--- config.mk ---
export PLATFORM = sky130hd
export DESIGN_NAME = arbitro_rr_vc
export DESIGN_NICKNAME = d
export VERILOG_FILES = /design/src/rtl/arbitro_rr_vc.sv
export SDC_FILE = /design/constraint.sdc
export NUM_CORES = 1
export LEC_CHECK = 0
export BUFFER_PORTS_ARGS = -buffer_cell sky130_fd_sc_hd__buf_2
export CAP_MARGIN = 10
export CORE_AREA = 4 4 55 57
export CTS_BUF_LIST = sky130_fd_sc_hd__clkbuf_4 sky130_fd_sc_hd__clkbuf_8
export DETAILED_ROUTE_END_ITERATION = 10
export DIE_AREA = 0 0 59 61
export PLACE_DENSITY = 0.86
export SLEW_MARGIN = 15
export SYNTH_ARGS = -nofsm -noshare
export SYNTH_HDL_FRONTEND = slang
export SYNTH_SLANG_ARGS = --single-unit
--- constraint.sdc ---
create_clock -name clk -period 4.93 [get_ports clk]
set_input_delay 0.986 -clock clk [delete_from_list [all_inputs] [get_ports clk]]
set_output_delay 0.986 -clock clk [all_outputs]
set_load 0.01 [all_outputs]
--- src/rtl/arbitro_rr_vc.sv ---
// Round-robin scheduler draining four first-word-fall-through VC FIFOs into one
// downstream FIFO, up to BURST words per grant, honouring almost-full back-pressure.
module arbitro_rr_vc #(
  parameter int unsigned DATA_W = 10,
  parameter int unsigned BURST  = 4,
  parameter int unsigned CNT_W  = 3
) (
  input  logic              clk,
  input  logic              reset_L,
  input  logic              enable,
  input  logic [DATA_W-1:0] data_in0,
  input  logic [DATA_W-1:0] data_in1,
  input  logic [DATA_W-1:0] data_in2,
  input  logic [DATA_W-1:0] data_in3,
  input  logic              empty0,
  input  logic              empty1,
  input  logic              empty2,
  input  logic              empty3,
  input  logic              almost_full_out,
  output logic              pop0,
  output logic              pop1,
  output logic              pop2,
  output logic              pop3,
  output logic [DATA_W-1:0] data_out,
  output logic              push_out,
  output logic [1:0]        grant,
  output logic              active,
  output logic [CNT_W-1:0]  words_served
);

  typedef enum logic {IDLE, SERVE} state_t;

  state_t              r_state;
  state_t              w_next;
  logic [1:0]          r_grant;
  logic [CNT_W-1:0]    r_ws;
  logic [DATA_W-1:0]   r_dout;
  logic                r_push;

  logic [3:0]          w_empty;
  logic [DATA_W-1:0]   w_head;
  logic                w_empty_g;
  logic [1:0]          w_winner;
  logic                w_any;
  logic                w_pop;
  logic                w_last;

  assign w_empty   = {empty3, empty2, empty1, empty0};
  assign w_empty_g = w_empty[r_grant];
  assign w_any     = ~&w_empty;

  always_comb begin
    w_head = data_in0;
    case (r_grant)
      2'd0: w_head = data_in0;
      2'd1: w_head = data_in1;
      2'd2: w_head = data_in2;
      2'd3: w_head = data_in3;
      default: w_head = data_in0;
    endcase
  end

  // Scan grant+1 .. grant+4 (mod 4); the first non-empty VC wins.
  always_comb begin
    logic       found;
    logic [1:0] idx;
    w_winner = r_grant;
    found    = 1'b0;
    idx      = r_grant;
    for (int unsigned i = 1; i <= 4; i++) begin
      idx = r_grant + 2'(i);
      if (!found && !w_empty[idx]) begin
        w_winner = idx;
        found    = 1'b1;
      end
    end
  end

  assign w_pop  = (r_state == SERVE) & ~w_empty_g & ~almost_full_out & enable & reset_L;
  assign w_last = w_pop & (r_ws == CNT_W'(BURST - 1));

  always_ff @(posedge clk) begin
    if (!reset_L) r_state <= IDLE;
    else          r_state <= w_next;
  end

  always_comb begin
    w_next = r_state;
    case (r_state)
      IDLE:    if (enable && w_any) w_next = SERVE;
      SERVE:   if (w_last || w_empty_g || !enable) w_next = IDLE;
      default: w_next = IDLE;
    endcase
  end

  always_comb begin
    pop0   = w_pop & (r_grant == 2'd0);
    pop1   = w_pop & (r_grant == 2'd1);
    pop2   = w_pop & (r_grant == 2'd2);
    pop3   = w_pop & (r_grant == 2'd3);
    active = (r_state == SERVE);
  end

  always_ff @(posedge clk) begin
    if (!reset_L) begin
      r_grant <= 2'd3;
      r_ws    <= '0;
      r_dout  <= '0;
      r_push  <= 1'b0;
    end else begin
      r_push <= w_pop;
      if (w_pop) begin
        r_dout <= w_head;
        r_ws   <= r_ws + 1'b1;
      end
      if (r_state == IDLE && w_next == SERVE) begin
        r_grant <= w_winner;
        r_ws    <= '0;
      end
    end
  end

  assign data_out     = r_dout;
  assign push_out     = r_push;
  assign grant        = r_grant;
  assign words_served = r_ws;

endmodule

==> impl_results.md, run 1 <==
- Outcome: finished, final reports clean
- Worst r2r dst: data_out[1]
- Buf/Inv on CP: 2
- Worst Reg2Reg Path Length in Cells: 5
- Tcrit/Tclk final: 0.718
- Crit-path max FO: 9
- Reg clk slew, reported paths: 0.10 ns
- Vias: ~1.2k
- Worst Path Arrival: 2.56 ns
- I/O pin count: 69
- Post-cts sizing count: 0
- Clk root buf: clkbuf_4
- Setup tns final: 0 ns
- Number of synthesized register bits: 17
- Yosys cell types: 30
- Final hold violation count: 0
- Clock share of power: 0.228
- Minimum clock period: approximately 3.5 ns
- Post-placement setup slack: 1.39 ns
- Comb power frac: 0.336
- Post-route DRC: 0
- Chip Height: 61 µm
- Site row count: 18
- Area grow syn2layout: 29.8%
- Net Sw Frac: 0.318
- Crit path max-delay family: simple AND/OR/NAND/NOR gates
- LEAKAGE: 0.000726 µW
- Core box area: 2480 µm²
- H-tree Lvls: 1
- Post-detail-place hpwl: approximately 2700 µm
- YS warnings: 0
- Post-route antenna net violation count: 0
- Share of layout cells above drive strength 1: 0.421
- Fill cell count: 233
- Hold path startpoint: data_out[3]
- Hold crit path type: flop to flop
- Seq/Total Area, Yosys: 0.289
- Pwr Total: 344 µW
- GRT Total Usage: 0.196
- Worst Hold Depth: 2
- CP startpoint kind: input pin
- Worst Clk Skew: approximately 0.0079 ns
- Synthesized area: 1180 µm²
- Vias in the first global route: 1263
- Gr ovfl total: 0
- Global placer's final weighted congestion: slightly below 0.8
- Critical Path RT: 3.94 ns
- Post-DR vias/cell: 5.67
- Net count after synthesis: 182
- Synth area leader: dfxtp_1
- Placed Cells: around 220
- Net switching power: 109 µW
- Critical-path cell list: buf_2 -> mux4_2 -> nor4b_4 -> and2_1 -> buf_2
- Crit path top cell by count: buf_2
- Post-Syn Area per Cell: 9.20 µm²
- WS Path Type: input pin to output port
- Final worst slack: 1.39 ns
- TritonCTS clock tree: built
- CTS max path bufs: 2
- WL/cell: ~15 µm
- Iteration-0 DRC Markers: 98
- Clock sinks: 17
- Slowest cell on crit path: nor4b_4
- TritonRoute pass-1 iters: 5
- IO Port Bufs: slightly below 70
- Cells after Synth: 128
- Post-layout util: 0.617
- Max VDD drop: approximately 0.14 mV
- Clk_lat worst skew: 0.29 ns
- Die area: ~3600 µm²
- Max incr delay on CP: 0.57 ns
- Pint: about 240 µW
- Setup repair bufs after CTS: 0
- Fin. max-slew vios: 0
- Antenna violations before repair: 0
- Total wire length: about 3400 µm
- Nets@finish: 245
- FF-to-FF setup slack: 2.46 ns
- Most frequent cells in the layout: buf_2 (68), dfxtp_1 (17), nand2_1 (14), mux2i_1 (14), o21ai_0 (13)
- Post-synth top area share: 0.289
- Max-cap violations: 0
- First-pass GRT wire length: 5400 µm
- Setup crit end kind: output port
- Synth top area cells: dfxtp_1 (29%), mux2i_1 (12%), a222oi_1 (8.5%)
- Worst slew pin tran: 0.571 ns
- Initial Util: 0.475
- Hold-fix buffers, CTS: 0
- Reg-to-Reg Start: grant[1]
- RSZ-0062 raised after global routing: no
- Diodes inserted: 0
- Final non-filler cell total: 220
- Final setup viols: 0
- Hold endpoint: data_out[3]
- Fmax: 282 MHz
- Commonest non-fill, non-tap cell in the layout: buf_2
- Power density cells: 225 nW/µm²
- Die width: 59 µm
- CTS buffer count: 3
- Seq pwr share: 0.436
- Max-slew headroom: 0.618
- Largest net degree at the start of global routing: 22
-- worst max-delay path by stage --
stage               startpoint   end  slack [ns]  cells past startpoint
CTS                     empty3  pop3        1.38                      5
floorplan               empty2  pop0        1.57                      6
finish                  empty3  pop3        1.39                      5
global route            empty3  pop3        1.28                      5
global placement        empty3  pop1        1.45                      5
detailed placement      empty3  pop3        1.39                      5
-- state kept, by name, summed over array words and instances, names as in the netlist --
register and flops:
words_served 3, data_out 10, active 1, grant 2, push_out 1
-- kinds of logic (layout without fill, tap and decap cells) --
group / after synthesis / count (layout) / synth area share
DFF: 17 / 17 / 0.289
muxes: 19 / 19 / 0.186
buffers and inverters: 15 / 77 / 0.0754
adders and majority gates: 6 / 6 / 0.0638
AOI/OAI and AO/OA: 32 / 32 / 0.204
and+or+nand+nor: 38 / 38 / 0.174
xor gates and xnor gates: 1 / 1 / 0.00744
-- per-layer routing --
metal  GRT usage  up-vias  routed length (µm)
met3      0.0340       10                 252
met2       0.363       56                1850
met4       0.107        0                  91
li1            -      602                   -
met1       0.210      579                1210
met5           0        -                   0
-- Yosys cell counts, drive strengths merged --
| cell type | number |
|---|---|
| mux2i | 14 |
| a222oi | 10 |
| a32o | 1 |
| nor4b | 1 |
| o221ai | 1 |
| o21ai | 13 |
| nand2 | 14 |
| o211a | 1 |
| a21boi | 1 |
| clkbuf | 7 |
| and3b | 1 |
| a211oi | 1 |
| nor2b | 11 |
| xnor2 | 1 |
| mux4 | 2 |
| inv | 4 |
| mux2 | 3 |
| dfxtp | 17 |
| o211ai | 1 |
| and2 | 4 |
| ha | 6 |
| nor2 | 4 |
| nand4 | 1 |
| a21oi | 2 |
| nand3b | 1 |
| a221oi | 1 |
| and3 | 1 |
| buf | 4 |
-- power by group through the flow --
| stage | clock network [µW] | registers (µW) | logic [µW] |
|---|---|---|---|
| after floorplan | 0 | 149 | 78.8 |
| after global placement | 0 | 152 | 108 |
| after detailed placement | 0 | 153 | 114 |
| after CTS | 79.6 | 150 | 116 |
| after global routing | 84.7 | 151 | 129 |
| final | 78.6 | 150 | 116 |
-- metrics by stage --
stage	cell area, µm²	hold WS [ns]
after floorplan	1180	0.538
after global placement	1500	0.495
after detailed placement	1500	0.504
after CTS	1530	0.528
after global routing	1530	0.557
final	1530	0.525
-- cell type report --
class,instances,area (µm²),area share
Multi-Input combinational cell,96,757,0.495
Timing Repair Buffer,69,348,0.228
Sequential cell,17,340,0.223
Tap cell,30,37.5,0.0246
Clock buffer,4,30.0,0.0197
Inverter,4,15.0,0.00983
-- worst register-to-register path: stages (launching register included) --
cell,delay (ns)
dfxtp_1,0.55
mux4_2,0.61
nor4b_4,0.57
buf_4,0.33
mux2i_1,0.24
nor2b_1,0.07
Power figures use the tool's default switching activity.
==> run 2: changes to the inputs <==
CORE_AREA = 4 4 60 62   (was 4 4 55 57)
DIE_AREA = 0 0 64 66   (was 0 0 59 61)
PLACE_DENSITY = 0.76   (was 0.86)
clock period = 3.2 ns   (was 4.93 ns; I/O delays follow)
==> run 2 against run 1 <==
Final cell count grew 6.4%. Hold slack lost 0.0049 ns. Routed wire length shrank 6.9%. First-iteration DRC count shrank 31%. Global-route usage shrank 4.4 points. Sequential cell count is the same. Utilization shrank 11 points. Count of clock-buffer cells in the layout shrank 1. Final area grew 0.98%. Die area grew 17%. Via count shrank 3.3%. Critical endpoint is now pop1. Largest cell class unchanged.
==> impl_results.md, run 2 (same netlist as run 1, synthesis figures left out) <==
- Die area: 4220 µm² (+17%)
- H-tree Lvls: 1 (unchanged)
- Worst slew pin tran: 0.616 ns (+0.0454 ns)
- Initial Util: 0.389 (-0.0864)
- Post-cts sizing count: 0 (unchanged)
- Setup crit end kind: output port
- I/O pin count: 69 (unchanged)
- Slowest cell on crit path: mux4_2
- Max-cap violations: 0 (unchanged)
- Max-slew headroom: 0.589 (-0.0287)
- Chip Height: 66 µm (+8.2%)
- Antenna violations before repair: 0 (unchanged)
- Max incr delay on CP: 0.60 ns (+0.03 ns)
- Fin. max-slew vios: 0 (unchanged)
- Post-route antenna net violation count: 0 (unchanged)
- Largest net degree at the start of global routing: 22 (unchanged)
- Post-detail-place hpwl: 2530 µm (-5.6%)
- Core box area: 3030 µm² (+22%)
- WL/cell: 13.6 µm (-12%)
- First-pass GRT wire length: 5070 µm (-6.0%)
- Worst Path Arrival: 2.13 ns (-0.43 ns)
- Pwr Total: 520 µW (+51%)
- Max VDD drop: 0.110 mV (-20%)
- Outcome: finished, final reports clean
- Tcrit/Tclk final: 0.867
- Vias: 1206 (-3.3%)
- CTS max path bufs: 2 (unchanged)
- Area grow syn2layout: 31.0%
- Final hold violation count: 0 (unchanged)
- Clk_lat worst skew: 0.29 ns (about the same)
- CP startpoint kind: flop
- RSZ-0062 raised after global routing: no
- Diodes inserted: 0 (unchanged)
- Max FFs per register: 10 (unchanged)
- Clk root buf: clkbuf_4
- Critical Path RT: 2.56 ns (-1.38 ns)
- Global placer's final weighted congestion: 0.826 (+5.1%)
- WS Path Type: flop to output port
- Post-placement setup slack: 0.581 ns (-0.807 ns)
- IO Port Bufs: 68 (unchanged)
- Iteration-0 DRC Markers: 68 (-31%)
- Multi-input logic area: 757 µm² (unchanged)
- Reg clk slew, reported paths: 0.10 ns (about the same)
- GRT Total Usage: 0.152 (-0.0441)
- Buf/Inv on CP: 1 (-1)
- Minimum clock period: roughly 2.8 ns
- Crit-path max FO: 10 (+1)
- Power density cells: 337 nW/µm² (+49%)
- Reg area: 340 µm² (unchanged)
- Post-DR vias/cell: 5.15 (-9.1%)
- Post-layout util: 0.510 (-0.107)
- LEAKAGE: 0.000726 µW (about the same)
- Fmax: 360 MHz
- Clock sinks: 17 (unchanged)
- Site row count: 20 (+2)
- TritonCTS clock tree: built
- Final worst slack: 0.425 ns (-0.963 ns)
- Fill cell count: 309 (+33%)
- Setup tns final: 0 ns (unchanged)
- Nets@finish: 245 (unchanged)
- Vias in the first global route: 1115 (-12%)
- Die width: 64 µm (+8.5%)
- Gr ovfl total: 0 (unchanged)
- TritonRoute pass-1 iters: 5 (unchanged)
- Hold Slack: 0.520 ns (-0.00491 ns)
- Final setup viols: 0 (unchanged)
- Critical-path cell list: mux4_2 -> nor4b_4 -> and2_1 -> buf_2
- Total wire length: 3170 µm (-6.9%)
- Post-route DRC: 0 (unchanged)
- Worst Clk Skew: 0.00505 ns (-0.00287 ns)
- Most frequent cells in the layout: buf_2 (68), dfxtp_1 (17), nand2_1 (14), mux2i_1 (14), o21ai_0 (13)
- Crit path max-delay family: multiplexers
- Setup repair bufs after CTS: 0 (unchanged)
- Hold-fix buffers, CTS: 0 (unchanged)
- CTS buffer count: 3 (unchanged)
- Share of layout cells above drive strength 1: 0.421 (unchanged)
- Hold crit path type: flop to flop
- Commonest non-fill, non-tap cell in the layout: buf_2
==> run 2: final timing paths <==
check                            startpoint           to  depth (start not counted)  slack, ns
worst min-delay path            data_out[3]  data_out[3]                          2       0.52
worst max register to register     grant[1]  data_out[4]                          5       0.93
worst max-delay path               grant[1]         pop1                          4       0.43
worst min register to register  data_out[3]  data_out[3]                          2       0.52
==> run 2: worst register-to-register path: stages, from the launching register on <==
cell,delay [ns]
dfxtp_1,0.56
mux4_2,0.60
nor4b_4,0.38
buf_4,0.33
mux2i_1,0.24
nor2b_1,0.06
==> run 2: per-layer routing <==
| metal | part of all wire | wire, µm | track usage | vias up |
|---|---|---|---|---|
| li1 | - | - | - | 599 |
| met1 | 0.39 | 1240 | 0.174 | 558 |
| met2 | 0.52 | 1650 | 0.272 | 42 |
| met3 | 0.065 | 206 | 0.0204 | 7 |
| met4 | 0.024 | 75 | 0.0782 | 0 |
| met5 | 0 | 0 | 0 | - |
==> run 2: layout make-up <==
cell class,count,area share
Clock inverter,1,0.00324
Tap cell,44,0.0357
Timing Repair Buffer,69,0.225
Multi-Input combinational cell,96,0.491
Inverter,4,0.00973
Clock buffer,3,0.0146
Sequential cell,17,0.221
==> run 2: where the power goes <==
group | internal, µW | switching, µW | total (µW)
combinational | 87.4 | 86.8 | 174
sequential | 217 | 13.0 | 230
clock | 46.6 | 68.3 | 115
==> run 2: per-stage QoR <==
stage	std cells	cell area, µm²
2_1_floorplan	128	1180
3_3_place_gp	230	1520
3_5_place_dp	230	1520
4_1_cts	234	1540
5_1_grt	234	1540
6_report	234	1540
==> run 3: changes to the inputs <==
CORE_AREA = 4 4 55 57   (was 4 4 60 62)
DIE_AREA = 0 0 59 61   (was 0 0 64 66)
PLACE_DENSITY = 0.86   (was 0.76)
clock period = 3.6 ns   (was 3.2 ns; I/O delays follow)
==> run 3 against run 2 <==
Critical path depth unchanged. Utilization is 11 points higher. Die area decreased by 15%. Non-clock buffer count unchanged. Sequential power fell by 11%. Sequential share of layout area rose by 0.25 points. Final area fell by 1.1%. Final cell count decreased by 6.0%. Power down 11%. Setup slack better by 0.19 ns. Critical path type unchanged. Critical endpoint is now pop2. Largest power group unchanged.
==> impl_results.md, run 3 (same netlist as run 1, synthesis figures left out) <==
- Clock sinks: 17 (unchanged)
- WL/cell: 15.4 µm (+13%)
- TritonRoute pass-1 iters: 4 (-1)
- Core box area: 2480 µm² (-18%)
- Max VDD drop: 0.174 mV (+59%)
- Crit. Startpoint: grant[1]
- Hold-fix buffers, CTS: 0 (unchanged)
- Post-route antenna net violation count: 0 (unchanged)
- H-tree Lvls: 1 (unchanged)
- TritonCTS clock tree: built
- Pwr Total: 464 µW (-11%)
- Nets@finish: 245 (unchanged)
- Placed Cells: 216 (-6.1%)
- Die width: 59 µm (-7.8%)
- Worst Path Arrival: 2.26 ns (+0.13 ns)
- Most frequent cells in the layout: buf_2 (68), dfxtp_1 (17), nand2_1 (14), mux2i_1 (14), o21ai_0 (13)
- Share of layout cells above drive strength 1: 0.421 (unchanged)
- Post-DR vias/cell: 5.71 (+11%)
- Max incr delay on CP: 0.61 ns (about the same)
- Critical-path cell list: mux4_2 -> nor4b_4 -> and2_1 -> buf_2
- CTS buffer count: 3 (unchanged)
- Diodes inserted: 0 (unchanged)
- Setup repair bufs after CTS: 0 (unchanged)
- Largest net degree at the start of global routing: 22 (unchanged)
- Setup crit end kind: output port
- Gr ovfl total: 0 (unchanged)
- Max-slew headroom: 0.601 (+0.0113)
- Chip Height: 61 µm (-7.6%)
- Max FFs per register: 10 (unchanged)
- Die area: 3600 µm² (-15%)
- Reg-to-Reg Start: grant[1]
- CP startpoint kind: flop
- Hold crit path type: flop to flop
- Power density cells: 304 nW/µm² (-9.7%)
- Fill cell count: 244 (-21%)
- Final non-filler cell total: 220 (-6.0%)
- Setup tns final: 0 ns (unchanged)
- Worst Clk Skew: 0.00852 ns (+0.00347 ns)
- Final hold violation count: 0 (unchanged)
- Area grow syn2layout: 29.5%
- Antenna violations before repair: 0 (unchanged)
- Minimum clock period: 2.98 ns
- Vias in the first global route: 1291 (+16%)
- Slowest cell on crit path: mux4_2
- Worst slew pin tran: 0.599 ns (-0.0169 ns)
- Fmax: around 340 MHz
- LEAKAGE: 0.000726 µW (unchanged)
- Clk root buf: clkbuf_4
- I/O pin count: 69 (unchanged)
- Global placer's final weighted congestion: 0.826 (about the same)
- FF-to-FF setup slack: 1.22 ns (+0.29 ns)
- Clk_lat worst skew: 0.28 ns (about the same)
- WS Path Type: flop to output port
- Worst Reg2Reg Path Length in Cells: 5 (unchanged)
- RSZ-0062 raised after global routing: no
- CTS max path bufs: 2 (unchanged)
- Hold Slack: 0.527 ns (+0.00691 ns)
- Iteration-0 DRC Markers: 120 (+76%)
- Critical Path RT: 2.88 ns (+0.32 ns)
- Commonest non-fill, non-tap cell in the layout: buf_2
- Max-cap violations: 0 (unchanged)
- Tcrit/Tclk final: 0.829
- IO Port Bufs: 68 (unchanged)
- Vias: 1256 (+4.1%)
- Total wire length: 3380 µm (+6.5%)
- Crit path to: pop2
- Outcome: finished, final reports clean
- Initial Util: 0.475 (+0.0864)
- Worst r2r dst: data_out[2]
- Final setup viols: 0 (unchanged)
- Post-cts sizing count: 0 (unchanged)
- Post-route DRC: 0 (unchanged)
- Fin. max-slew vios: 0 (unchanged)
- Crit-path max FO: 10 (unchanged)
- Post-detail-place hpwl: 2740 µm (+8.3%)
- Reg clk slew, reported paths: 0.10 ns (about the same)
- First-pass GRT wire length: 5360 µm (+5.7%)
- GRT Total Usage: 0.191 (+0.0396)
- Site row count: 18 (-10%)
run 3: cell counts in the layout (fill, tap and decap cells not counted):
No cell type changed its count.
run 3: cell type report:
class | instances | area, µm² | area share
timing repair buffer | 69 | 348 | 0.228
tap | 30 | 37.5 | 0.0246
sequential | 17 | 340 | 0.223
multi-input combinational | 96 | 757 | 0.496
clock buffer | 3 | 22.5 | 0.0148
clock inverter | 1 | 5.00 | 0.00328
inverter | 4 | 15.0 | 0.00984
run 3: layer usage:
metal  share of wire  routed length, µm  track usage
met2            0.56               1910        0.390
met4           0.013                 43       0.0615
met5               0                  0            0
met1            0.34               1150        0.203
met3           0.084                285       0.0170
run 3: worst min path at each step:
stage | startpoint | endpoint | slack (ns) | cells past startpoint
2_1_floorplan | data_out[2] | data_out[2] | 0.54 | 2
3_3_place_gp | data_out[0] | data_out[0] | 0.50 | 2
3_5_place_dp | data_out[9] | data_out[9] | 0.50 | 2
4_1_cts | data_out[9] | data_out[9] | 0.53 | 2
5_1_grt | data_out[6] | data_out[6] | 0.56 | 2
6_report | data_out[1] | data_out[1] | 0.53 | 2
run 3: through the flow:
stage / setup slack [ns] / utilization / cell area [µm²]
final: 0.616 / 0.616 / 1530
after global routing: 0.472 / 0.616 / 1530
after CTS: 0.599 / 0.616 / 1530
after detailed placement: 0.674 / 0.605 / 1500
after global placement: 0.709 / 0.605 / 1500
after floorplan: 0.770 / - / 1180
run 3: report_power, final:
part	internal, µW	leakage (µW)	switching, µW
Combinational	77.9	0.000570	81.3
Clock	41.2	0.0000177	58.3
Sequential	193	0.000138	11.7
Total	312	0.000726	151
run 3: critical path: cells and delay by family (launching register included):
family | cells | cell delay (ns)
and+or+nand+nor | 2 | 0.69
muxes | 1 | 0.61
DFF | 1 | 0.55
buffers and inverters | 1 | 0.12
